[config.mk]
export PLATFORM = sky130hd
export DESIGN_NAME = sync_window_fifo_n_m_flat
export DESIGN_NICKNAME = d
export VERILOG_FILES = /design/src/rtl/sync_window_fifo_n_m_if.sv /design/src/rtl/sync_window_fifo_n_m.sv /design/src/flat_wrapper.sv
export SDC_FILE = /design/constraint.sdc
export NUM_CORES = 2
export LEC_CHECK = 0
export ABC_CLOCK_PERIOD_IN_PS = 12000
export CAP_MARGIN = 20
export CORE_MARGIN = 3
export CORE_UTILIZATION = 61
export CTS_BUF_LIST = sky130_fd_sc_hd__clkbuf_4 sky130_fd_sc_hd__clkbuf_8
export CTS_CLUSTER_SIZE = 30
export DETAILED_ROUTE_END_ITERATION = 12
export PLACE_DENSITY = 0.87
export SETUP_SLACK_MARGIN = 0.2
export SYNTH_ARGS = -nofsm -noshare
export SYNTH_HDL_FRONTEND = slang
export SYNTH_SLANG_ARGS = --single-unit
[constraint.sdc]
create_clock -name clk_i -period 12 [get_ports clk_i]
set_clock_uncertainty 0.15 [all_clocks]
set_input_delay 2.4 -clock clk_i [delete_from_list [all_inputs] [get_ports clk_i]]
set_output_delay 2.4 -clock clk_i [all_outputs]
set_load 0.01 [all_outputs]
[src/rtl/sync_window_fifo_n_m_if.sv]
// Handshake and status bundle for sync_window_fifo_n_m.
// The slave modport is the FIFO side. The master modport is the producer/consumer side.
interface sync_window_fifo_n_m_if #(
  parameter int N       = 32,
  parameter int ADDRESS = 4,
  parameter int M       = 16
);
  logic [N-1:0]          wr_i;
  logic                  wr_valid_i;
  logic                  wr_ready_o;
  logic [N-1:0]          rd_data_o;
  logic                  rd_valid_o;
  logic                  rd_ready_i;
  logic                  flush_i;
  logic                  freeze_i;
  logic [M-1:0][N-1:0]   data_o;
  logic                  win_valid_o;
  logic [ADDRESS:0]      level_o;
  logic                  fl_full;
  logic                  fl_empty;
  logic                  fl_afull;
  logic                  fl_aempty;
  logic                  ovf_o;

  modport slave (
    input  wr_i, wr_valid_i, rd_ready_i, flush_i, freeze_i,
    output wr_ready_o, rd_data_o, rd_valid_o, data_o, win_valid_o,
           level_o, fl_full, fl_empty, fl_afull, fl_aempty, ovf_o
  );

  modport master (
    output wr_i, wr_valid_i, rd_ready_i, flush_i, freeze_i,
    input  wr_ready_o, rd_data_o, rd_valid_o, data_o, win_valid_o,
           level_o, fl_full, fl_empty, fl_afull, fl_aempty, ovf_o
  );
endinterface

[src/rtl/sync_window_fifo_n_m.sv]
// Show-ahead FIFO of 2**ADDRESS words with registered flags, occupancy count,
// sticky overflow, and an M-word window of the newest writes that can be frozen.
module sync_window_fifo_n_m #(
  parameter int N       = 32,
  parameter int ADDRESS = 4,
  parameter int M       = 16,
  parameter int AFULL   = 12,
  parameter int AEMPTY  = 2
) (
  input  logic                   clk_i,
  input  logic                   rst_i,
  sync_window_fifo_n_m_if.slave  io
);
  localparam int DEPTH = 1 << ADDRESS;
  localparam int LW    = ADDRESS + 1;
  localparam int CW    = $clog2(M + 1);

  localparam logic [LW-1:0] LVL_ONE   = LW'(1);
  localparam logic [LW-1:0] LVL_DEPTH = LW'(DEPTH);
  localparam logic [LW-1:0] LVL_AF    = LW'(AFULL);
  localparam logic [LW-1:0] LVL_AE    = LW'(AEMPTY);
  localparam logic [CW-1:0] CNT_ONE   = CW'(1);
  localparam logic [CW-1:0] CNT_M     = CW'(M);

  typedef enum logic [1:0] {OCC_EMPTY, OCC_PARTIAL, OCC_FULL} occ_e;

  logic [N-1:0]        mem_q [DEPTH];
  logic [LW-1:0]       wp_q, wp_d, rp_q, rp_d;
  logic [LW-1:0]       level_q, level_d;
  occ_e                occ_q, occ_d;
  logic                afull_q, afull_d, aempty_q, aempty_d;
  logic                ovf_q, ovf_d;
  logic [N-1:0]        rd_data_q, rd_data_d;
  logic [M-1:0][N-1:0] win_q, win_d;
  logic [CW-1:0]       win_cnt_q, win_cnt_d;
  logic                win_valid_q, win_valid_d;
  logic                wr_acc, rd_acc;

  assign wr_acc = io.wr_valid_i & (occ_q != OCC_FULL);
  assign rd_acc = io.rd_ready_i & (occ_q != OCC_EMPTY);

  always_comb begin
    wp_d        = wp_q;
    rp_d        = rp_q;
    level_d     = level_q;
    ovf_d       = ovf_q;
    rd_data_d   = rd_data_q;
    win_d       = win_q;
    win_cnt_d   = win_cnt_q;
    if (io.flush_i) begin
      wp_d      = '0;
      rp_d      = '0;
      level_d   = '0;
      rd_data_d = '0;
      win_d     = '0;
      win_cnt_d = '0;
    end else begin
      ovf_d = ovf_q | (io.wr_valid_i & (occ_q == OCC_FULL));
      if (wr_acc) wp_d = wp_q + LVL_ONE;
      if (rd_acc) rp_d = rp_q + LVL_ONE;
      case ({wr_acc, rd_acc})
        2'b10:   level_d = level_q + LVL_ONE;
        2'b01:   level_d = level_q - LVL_ONE;
        default: level_d = level_q;
      endcase
      // New head is the word being written only when it will be the sole entry.
      if (wr_acc && (rp_d == wp_q)) rd_data_d = io.wr_i;
      else                          rd_data_d = mem_q[rp_d[ADDRESS-1:0]];
      if (wr_acc && !io.freeze_i) begin
        for (int k = 0; k < M - 1; k++) win_d[k] = win_q[k+1];
        win_d[M-1] = io.wr_i;
        if (win_cnt_q != CNT_M) win_cnt_d = win_cnt_q + CNT_ONE;
      end
    end
    win_valid_d = (win_cnt_d == CNT_M);
    afull_d     = (level_d >= LVL_AF);
    aempty_d    = (level_d <= LVL_AE);
    if (level_d == '0)            occ_d = OCC_EMPTY;
    else if (level_d == LVL_DEPTH) occ_d = OCC_FULL;
    else                          occ_d = OCC_PARTIAL;
  end

  always_ff @(posedge clk_i) begin
    if (rst_i) begin
      wp_q        <= '0;
      rp_q        <= '0;
      level_q     <= '0;
      occ_q       <= OCC_EMPTY;
      afull_q     <= 1'b0;
      aempty_q    <= 1'b1;
      ovf_q       <= 1'b0;
      rd_data_q   <= '0;
      win_q       <= '0;
      win_cnt_q   <= '0;
      win_valid_q <= 1'b0;
    end else begin
      wp_q        <= wp_d;
      rp_q        <= rp_d;
      level_q     <= level_d;
      occ_q       <= occ_d;
      afull_q     <= afull_d;
      aempty_q    <= aempty_d;
      ovf_q       <= ovf_d;
      rd_data_q   <= rd_data_d;
      win_q       <= win_d;
      win_cnt_q   <= win_cnt_d;
      win_valid_q <= win_valid_d;
    end
  end

  // Storage is not reset; pointers alone define which words are live.
  always_ff @(posedge clk_i) begin
    if (!rst_i && !io.flush_i && wr_acc) mem_q[wp_q[ADDRESS-1:0]] <= io.wr_i;
  end

  assign io.wr_ready_o  = (occ_q != OCC_FULL);
  assign io.rd_valid_o  = (occ_q != OCC_EMPTY);
  assign io.fl_full     = (occ_q == OCC_FULL);
  assign io.fl_empty    = (occ_q == OCC_EMPTY);
  assign io.fl_afull    = afull_q;
  assign io.fl_aempty   = aempty_q;
  assign io.level_o     = level_q;
  assign io.ovf_o       = ovf_q;
  assign io.rd_data_o   = rd_data_q;
  assign io.data_o      = win_q;
  assign io.win_valid_o = win_valid_q;
endmodule

[src/flat_wrapper.sv]
// flat-port wrapper written by rule: the top's interface ports become plain ports
module sync_window_fifo_n_m_flat 
#(
  parameter int N       = 32,
  parameter int ADDRESS = 4,
  parameter int M       = 16,
  parameter int AFULL   = 12,
  parameter int AEMPTY  = 2
)
  (clk_i, rst_i, io_wr_i, io_wr_valid_i, io_rd_ready_i, io_flush_i, io_freeze_i, io_wr_ready_o, io_rd_data_o, io_rd_valid_o, io_data_o, io_win_valid_o, io_level_o, io_fl_full, io_fl_empty, io_fl_afull, io_fl_aempty, io_ovf_o);
  sync_window_fifo_n_m_if #(.N(N), .ADDRESS(ADDRESS), .M(M)) io_i ();
  input  logic clk_i;
  input  logic rst_i;
  input wire logic [$bits(io_i.wr_i)-1:0] io_wr_i;
  input wire logic [$bits(io_i.wr_valid_i)-1:0] io_wr_valid_i;
  input wire logic [$bits(io_i.rd_ready_i)-1:0] io_rd_ready_i;
  input wire logic [$bits(io_i.flush_i)-1:0] io_flush_i;
  input wire logic [$bits(io_i.freeze_i)-1:0] io_freeze_i;
  output wire logic [$bits(io_i.wr_ready_o)-1:0] io_wr_ready_o;
  output wire logic [$bits(io_i.rd_data_o)-1:0] io_rd_data_o;
  output wire logic [$bits(io_i.rd_valid_o)-1:0] io_rd_valid_o;
  output wire logic [$bits(io_i.data_o)-1:0] io_data_o;
  output wire logic [$bits(io_i.win_valid_o)-1:0] io_win_valid_o;
  output wire logic [$bits(io_i.level_o)-1:0] io_level_o;
  output wire logic [$bits(io_i.fl_full)-1:0] io_fl_full;
  output wire logic [$bits(io_i.fl_empty)-1:0] io_fl_empty;
  output wire logic [$bits(io_i.fl_afull)-1:0] io_fl_afull;
  output wire logic [$bits(io_i.fl_aempty)-1:0] io_fl_aempty;
  output wire logic [$bits(io_i.ovf_o)-1:0] io_ovf_o;
  assign io_i.wr_i = io_wr_i;
  assign io_i.wr_valid_i = io_wr_valid_i;
  assign io_i.rd_ready_i = io_rd_ready_i;
  assign io_i.flush_i = io_flush_i;
  assign io_i.freeze_i = io_freeze_i;
  assign io_wr_ready_o = io_i.wr_ready_o;
  assign io_rd_data_o = io_i.rd_data_o;
  assign io_rd_valid_o = io_i.rd_valid_o;
  assign io_data_o = io_i.data_o;
  assign io_win_valid_o = io_i.win_valid_o;
  assign io_level_o = io_i.level_o;
  assign io_fl_full = io_i.fl_full;
  assign io_fl_empty = io_i.fl_empty;
  assign io_fl_afull = io_i.fl_afull;
  assign io_fl_aempty = io_i.fl_aempty;
  assign io_ovf_o = io_i.ovf_o;
  sync_window_fifo_n_m #(.N(N), .ADDRESS(ADDRESS), .M(M), .AFULL(AFULL), .AEMPTY(AEMPTY)) u_core (.clk_i(clk_i), .rst_i(rst_i), .io(io_i));
endmodule
### After elaboration in Yosys (flattened, before gate mapping)

Memory sizes are Yosys's and may differ from the RTL's.
Index checks and enable logic that the tools add are counted.

| operators by class | value |
|---|---|
| bitwise operators | 4 |
| equal/unequal tests | 8 |
| reductions and logical operators | 12 |
| $lt $le $gt $ge | 2 |
| muxes and demuxes | 11 |
| add/sub/neg operators | 5 |

Operators with widths:

| kind | number |
|---|---|
| 32-bit two-way mux | 1 |
| 5-bit two-way mux | 6 |
| 5-bit by 1-bit adder with 5-bit output, second input constant | 4 |
| 5-bit equality test, second input constant | 2 |
| 5-bit case mux with 2 select lines | 1 |
| 5-bit equality test | 1 |
| 5-bit by 4-bit greater-or-equal comparator with 1-bit output, second input constant | 1 |
| 5-bit by 2-bit <= comparator with 1-bit output, second input constant | 1 |
| 5-bit zero test | 1 |
| 5-bit != test, second input constant | 1 |
| 5-bit by 1-bit subtractor with 5-bit output, second input constant | 1 |
| 2-bit equality test, second input constant | 2 |
| 1-bit logical AND | 4 |
| 2-bit OR reduction | 2 |
| 1-bit bitwise AND | 3 |
| 1-bit zero test | 3 |
| 2-bit by 1-bit equality test with 1-bit output, second input constant | 1 |
| 2-bit zero test | 1 |
| 1-bit two-way mux | 2 |
| 2-bit two-way mux | 1 |
| 2-bit != test, second input constant | 1 |
| 2-bit nonzero test | 1 |
| 1-bit OR | 1 |

| storage, ports and cells | value |
|---|---|
| register bits after elaboration | 570 |
| memories kept | 1 |
| input bits | 38 |
| output and inout bits | 557 |
| bits in writable memories | 512 |
| word-level logic and storage cells | 69 |

Memory list:

| memory | words | bits a word | read ports | clocked after Yosys merged registers in | wr ports | line | source |
|---|---|---|---|---|---|---|---|
| u_core.mem_q | 16 | 32 | 1 | 0 | 1 | sync_window_fifo_n_m.sv:27 | `logic [N-1:0] mem_q [DEPTH];` |

### Logic depth before layout (Yosys ltp)

| logic depth | value |
|---|---|
| depth in word-level cells | 7 |
| mapped depth | 15 |
| mapped depth without buffers | 12 |

### Least setup slack after synthesis

OpenSTA, ideal clock, no wires.

| timing | value |
|---|---|
| kind | input port to flip-flop |
| start point | in io_flush_i |
| end point | mem u_core.mem_q[1][0] (enable) |
| path buffers | 3 |
| arrival time | 5.709 ns |
| cell stages on the path | 7 |
| library setup time | 0.461 ns |
| path slack | 5.680 ns |
| required time | 11.389 ns |
| cells stage by stage | clkbuf_1 -> or2_2 -> clkbuf_1 -> clkbuf_1 -> nor2_1 -> nand2_1 -> nor3_1 |

| on the way | value |
|---|---|
| cells in the longest elaborated chain, start to end | 5 |

Ends and longest elaborated chain:

| element | line | source |
|---|---|---|
| start: declaration | flat_wrapper.sv:17 | `input wire logic [$bits(io_i.flush_i)-1:0] io_flush_i;` |
| 1-bit zero test | sync_window_fifo_n_m.sv:113 | `if (!rst_i && !io.flush_i && wr_acc) mem_q[wp_q[ADDRESS-1:0]] <= io.wr_i;` |
| 1-bit logical AND (2 in a row) | sync_window_fifo_n_m.sv:113 |  |
| 1-bit two-way mux | sync_window_fifo_n_m.sv:113 |  |
| 1-bit two-way mux (not written as such) | sync_window_fifo_n_m.sv:113 |  |
| end: declaration | sync_window_fifo_n_m.sv:27 |  |

Every way passes these cells.

### Worst setup path in the final report

| timing | value |
|---|---|
| start point | in io_rd_ready_i |
| end point | reg u_core.rd_data_q[1] (netlist: u_core.io.rd_data_o[1]) |

| on the way | value |
|---|---|
| cells in the longest elaborated chain, start to end | 6 |
| elaborated cells between the ends (all ways) | 7 |
| those cells by class | eq/ne (1); mux (3); bitwise (1); reduce/logical (1); memory (1) |

Ends and longest elaborated chain:

| element | line | source |
|---|---|---|
| start: declaration | flat_wrapper.sv:16 | `input wire logic [$bits(io_i.rd_ready_i)-1:0] io_rd_ready_i;` |
| 1-bit bitwise AND * | sync_window_fifo_n_m.sv:40 | `assign rd_acc = io.rd_ready_i & (occ_q != OCC_EMPTY);` |
| 5-bit two-way mux * | sync_window_fifo_n_m.sv:60 | `if (rd_acc) rp_d = rp_q + LVL_ONE;` |
| 5-bit two-way mux * | sync_window_fifo_n_m.sv:50 | `if (io.flush_i) begin` |
| parallel branches: the longest is 2 deep, another holds memory read 16 x 32 bit | -- |  |
| 32-bit two-way mux * | sync_window_fifo_n_m.sv:67 | `if (wr_acc && (rp_d == wp_q)) rd_data_d = io.wr_i;` |
| end signal: assignment | sync_window_fifo_n_m.sv:104 | `rd_data_q <= rd_data_d;` |
| end: declaration | sync_window_fifo_n_m.sv:33 | `logic [N-1:0] rd_data_q, rd_data_d;` |

Every way passes the cells marked *. The select of a mux whose other input is x is not followed.
A chain may end at the register's enable or synchronous reset.

==> impl_metrics.yaml <==
flow_run:
  maxCapViolCount: 0
timing:
  relSlewSlack_pct: 6.356
  fmax_mhz: 148.3
  fin_crit_sh_pct: 56.21
  worstMarginPinSlew_ps: 1405
  period_minus_slack_ps: 6745
  fin_tns_setup_ps: 0
  rsz0062_at_grt: "no"
  finalHoldViolations: 0
  setup_viol: 0
  setup_ws_ps: 5255
  final_max_slew_viol_count: 0
worst_setup_path:
  cp-end-kind: "flop"
  worst_path_dominant_cell_family: "buffers and inverters"
  worst-setup-path-type: "primary input to flop"
  crit_chain: "clkdlybuf4s50_1, o21ai_4, buf_4, inv_2, buf_4, nand2b_4, buf_4, o221ai_1, a221oi_1, nor4_1, a211oi_1"
  worstPathArrival_ps: 7290
  crit_top_cell: "buf_4"
  cp_slowest_stage_delay_ps: 1010
  crit_slowest_cell: "buf_4"
  crit_buf_inv: 5
  crit_fanout: 101
  required_ps: 12540
  start_kind: "primary input"
grt:
  track_usage_pct: 35.77
  grt_pass1_vias: 33560
  grt_pass1_wl_um: 201900
  grt_overflow_total: 0
  grt_max_degree: 236
  antenna_found_initial: 4
place:
  post_dp_cell_area_mm2: 0.04898
  gp_congestion: 0.9128
  dp_slack_ps: 4718
  port_buffers: 594
  post-dp-hpwl_um: 82240
yosys:
  synth_ff_type: "dfxtp_1"
  synthCells: 3941
  synthSimpleGateAreaFrac_pct: 12.45
  async_flop_share_pct: 0
  yosysTopAreaCellShare_pct: 36.05
  synthTopCellsByArea: "edfxtp_1 36%, dfxtp_1 27%, nand2_1 9.2%"
  synth-compound-area-share_pct: 13.52
  synth_top_family_by_area: "compound AO/OA/AOI/OAI gates"
  synth_edf_count: 512
  synth_cell_type_count: 53
  yosys.area_share.adder_pct: 0.2933
  ys_warn_count: 0
  synth_mux_area_share_pct: 7.116
  synth_xor_area_share_pct: 0.4341
  ys_ff_latch: 1082
  seq_area_frac_synth_pct: 62.80
  synth_area_mm2: 0.04265
  synth_top_area_cell: "edfxtp_1"
  syn_avg_cell_area_um2: 10.82
  synth_nets: 3989
final_layout:
  regArea_mm2: 0.02679
  fin_util_pct: 76.24
  finalNetCount: 4471
  drive_gt1_share_pct: 9.868
  layout_common_cells: "1043 x nand2_1, 594 x clkdlybuf4s50_1, 568 x dfxtp_1"
  multi_input_area_mm2: 0.01461
  final_common_cell: "nand2_1"
  num-fill-cells: 4266
  stdcell_area_mm2: 0.05257
  syn_to_final_growth_pct: 23.24
clocking:
  htreeDepth: 4
  cts_resized: 0
  cts_buffers: 164
  tritoncts: "done"
  cts_root_buf: "clkbuf_8"
  cts.path.max_buffers: 3
  clk_pin_slew_ps: 60
  clock-sinks: 1082
  clk_latency_ps: 820
  postCtsSetupRepairBufs: 0
  ctsHoldBuffers: 0
floorplanning:
  ios: 595
  core.rowCount: 96
  die_area_mm2: 0.07313
  coreArea_mm2: 0.06895
  die_h_um: 270.4
  die_w_um: 270.4
  initial_utilization_pct: 61.86
drt:
  drc_errors: 0
  drt-total-wl_um: 136100
  via_count: 35340
  routed_via_density: 6.434
  drt_first_pass_iters: 7
  ant_nets: 0
  wl_per_cell_um: 24.78
  initialDrtViolationCount: 5614
power_and_ir_drop:
  fin_total_pwr_uw: 7417
  p_per_area_mw_per_mm2: 141.1
  ir_worst_vdd_uv: 117.3
  leakagePower_uw: 0.01624
worst_hold_path:
  hold_class: "flop to flop"
run_status:
  status: "completed"
## power breakdown
part	internal, uW	leakage, uW	switching (uW)
clock	1760	0.00189	1450
sequential	3880	0.00920	17.0
combinational	87.4	0.00514	225
total	5730	0.0162	1690
## kinds of logic after synthesis
| group | Yosys count |
|---|---|
| buffers and inverters | 341 |
| AO/OA/AOI/OAI | 899 |
| adder cells (fa/ha/maj) | 10 |
| flip-flops | 1082 |
| XOR/XNOR | 19 |
| AND/OR/NAND/NOR | 1330 |
| multiplexers | 260 |
## through the flow
step                instances  hold slack, ps
floorplan                3941           330.5
global placement         5185           290.9
detailed placement       5186           295.9
CTS                      5489           290.2
global route             5493           313.3
finish                   5493           293.6
## synthesized netlist by cell type, types with 12 or more instances
| cell | n |
|---|---|
| nand2_1 | 1045 |
| dfxtp_1 | 570 |
| a21oi_1 | 520 |
| o22ai_1 | 34 |
| a211oi_1 | 34 |
| clkbuf_1 | 209 |
| nor4_1 | 65 |
| nor3_1 | 14 |
| nand3_1 | 36 |
| mux4_2 | 31 |
| mux2i_1 | 193 |
| buf_1 | 12 |
| buf_2 | 99 |
| edfxtp_1 | 512 |
| mux2_2 | 36 |
| o221ai_1 | 220 |
| a221oi_1 | 62 |
| nor2_1 | 136 |
## worst min-delay path: stages (launching register included)
cell and delay (ps):
dfxtp_1 320, nand2_1 60, a21oi_1 50
## registers in the layout, indices dropped and copies added, names as in the netlist
name                   cells
u_core.io.win_valid_o      1
u_core.io.data_o         512
u_core.win_cnt_q           5
u_core.rp_q                5
u_core.wp_q                5
u_core.io.rd_data_o       32
u_core.io.level_o          5
u_core.io.ovf_o            1
u_core.mem_q             512
u_core.occ_q               2
u_core.io.fl_afull         1
u_core.io.fl_aempty        1
## worst paths after layout
kind / startpoint / end / slack, ps / depth (start not counted)
worst max-delay path: io_rd_ready_i / u_core.io.rd_data_o[1]$_SDFF_PP0_ / 5250 / 11
worst max register to register: u_core.occ_q[1]$_SDFF_PP0_ / u_core.io.rd_data_o[1]$_SDFF_PP0_ / 6930 / 10
worst min-delay path: u_core.io.data_o[48]$_SDFFE_PP0P_ / u_core.io.data_o[16]$_SDFFE_PP0P_ / 290 / 2
worst min register to register: u_core.io.data_o[48]$_SDFFE_PP0P_ / u_core.io.data_o[16]$_SDFFE_PP0P_ / 290 / 2
## per-layer routing
layer	track usage, %	vias up	part of all wire, %
li1	-	15310	-
met1	44.61	16660	35
met2	55.82	2765	46
met3	10.47	604	13
met4	20.74	4	6.2
met5	0	-	0.017
## final cells by class
type | instances | area share (%)
Antenna cell | 2 | 0.009521
Timing Repair Buffer | 644 | 12.18
Multi-Input combinational cell | 2518 | 27.79
Clock buffer | 269 | 6.258
Tap cell | 931 | 2.216
Inverter | 13 | 0.09759
Clock inverter | 34 | 0.4808
Sequential cell | 1082 | 50.97
No activity file was read; power rests on OpenSTA's default activity.
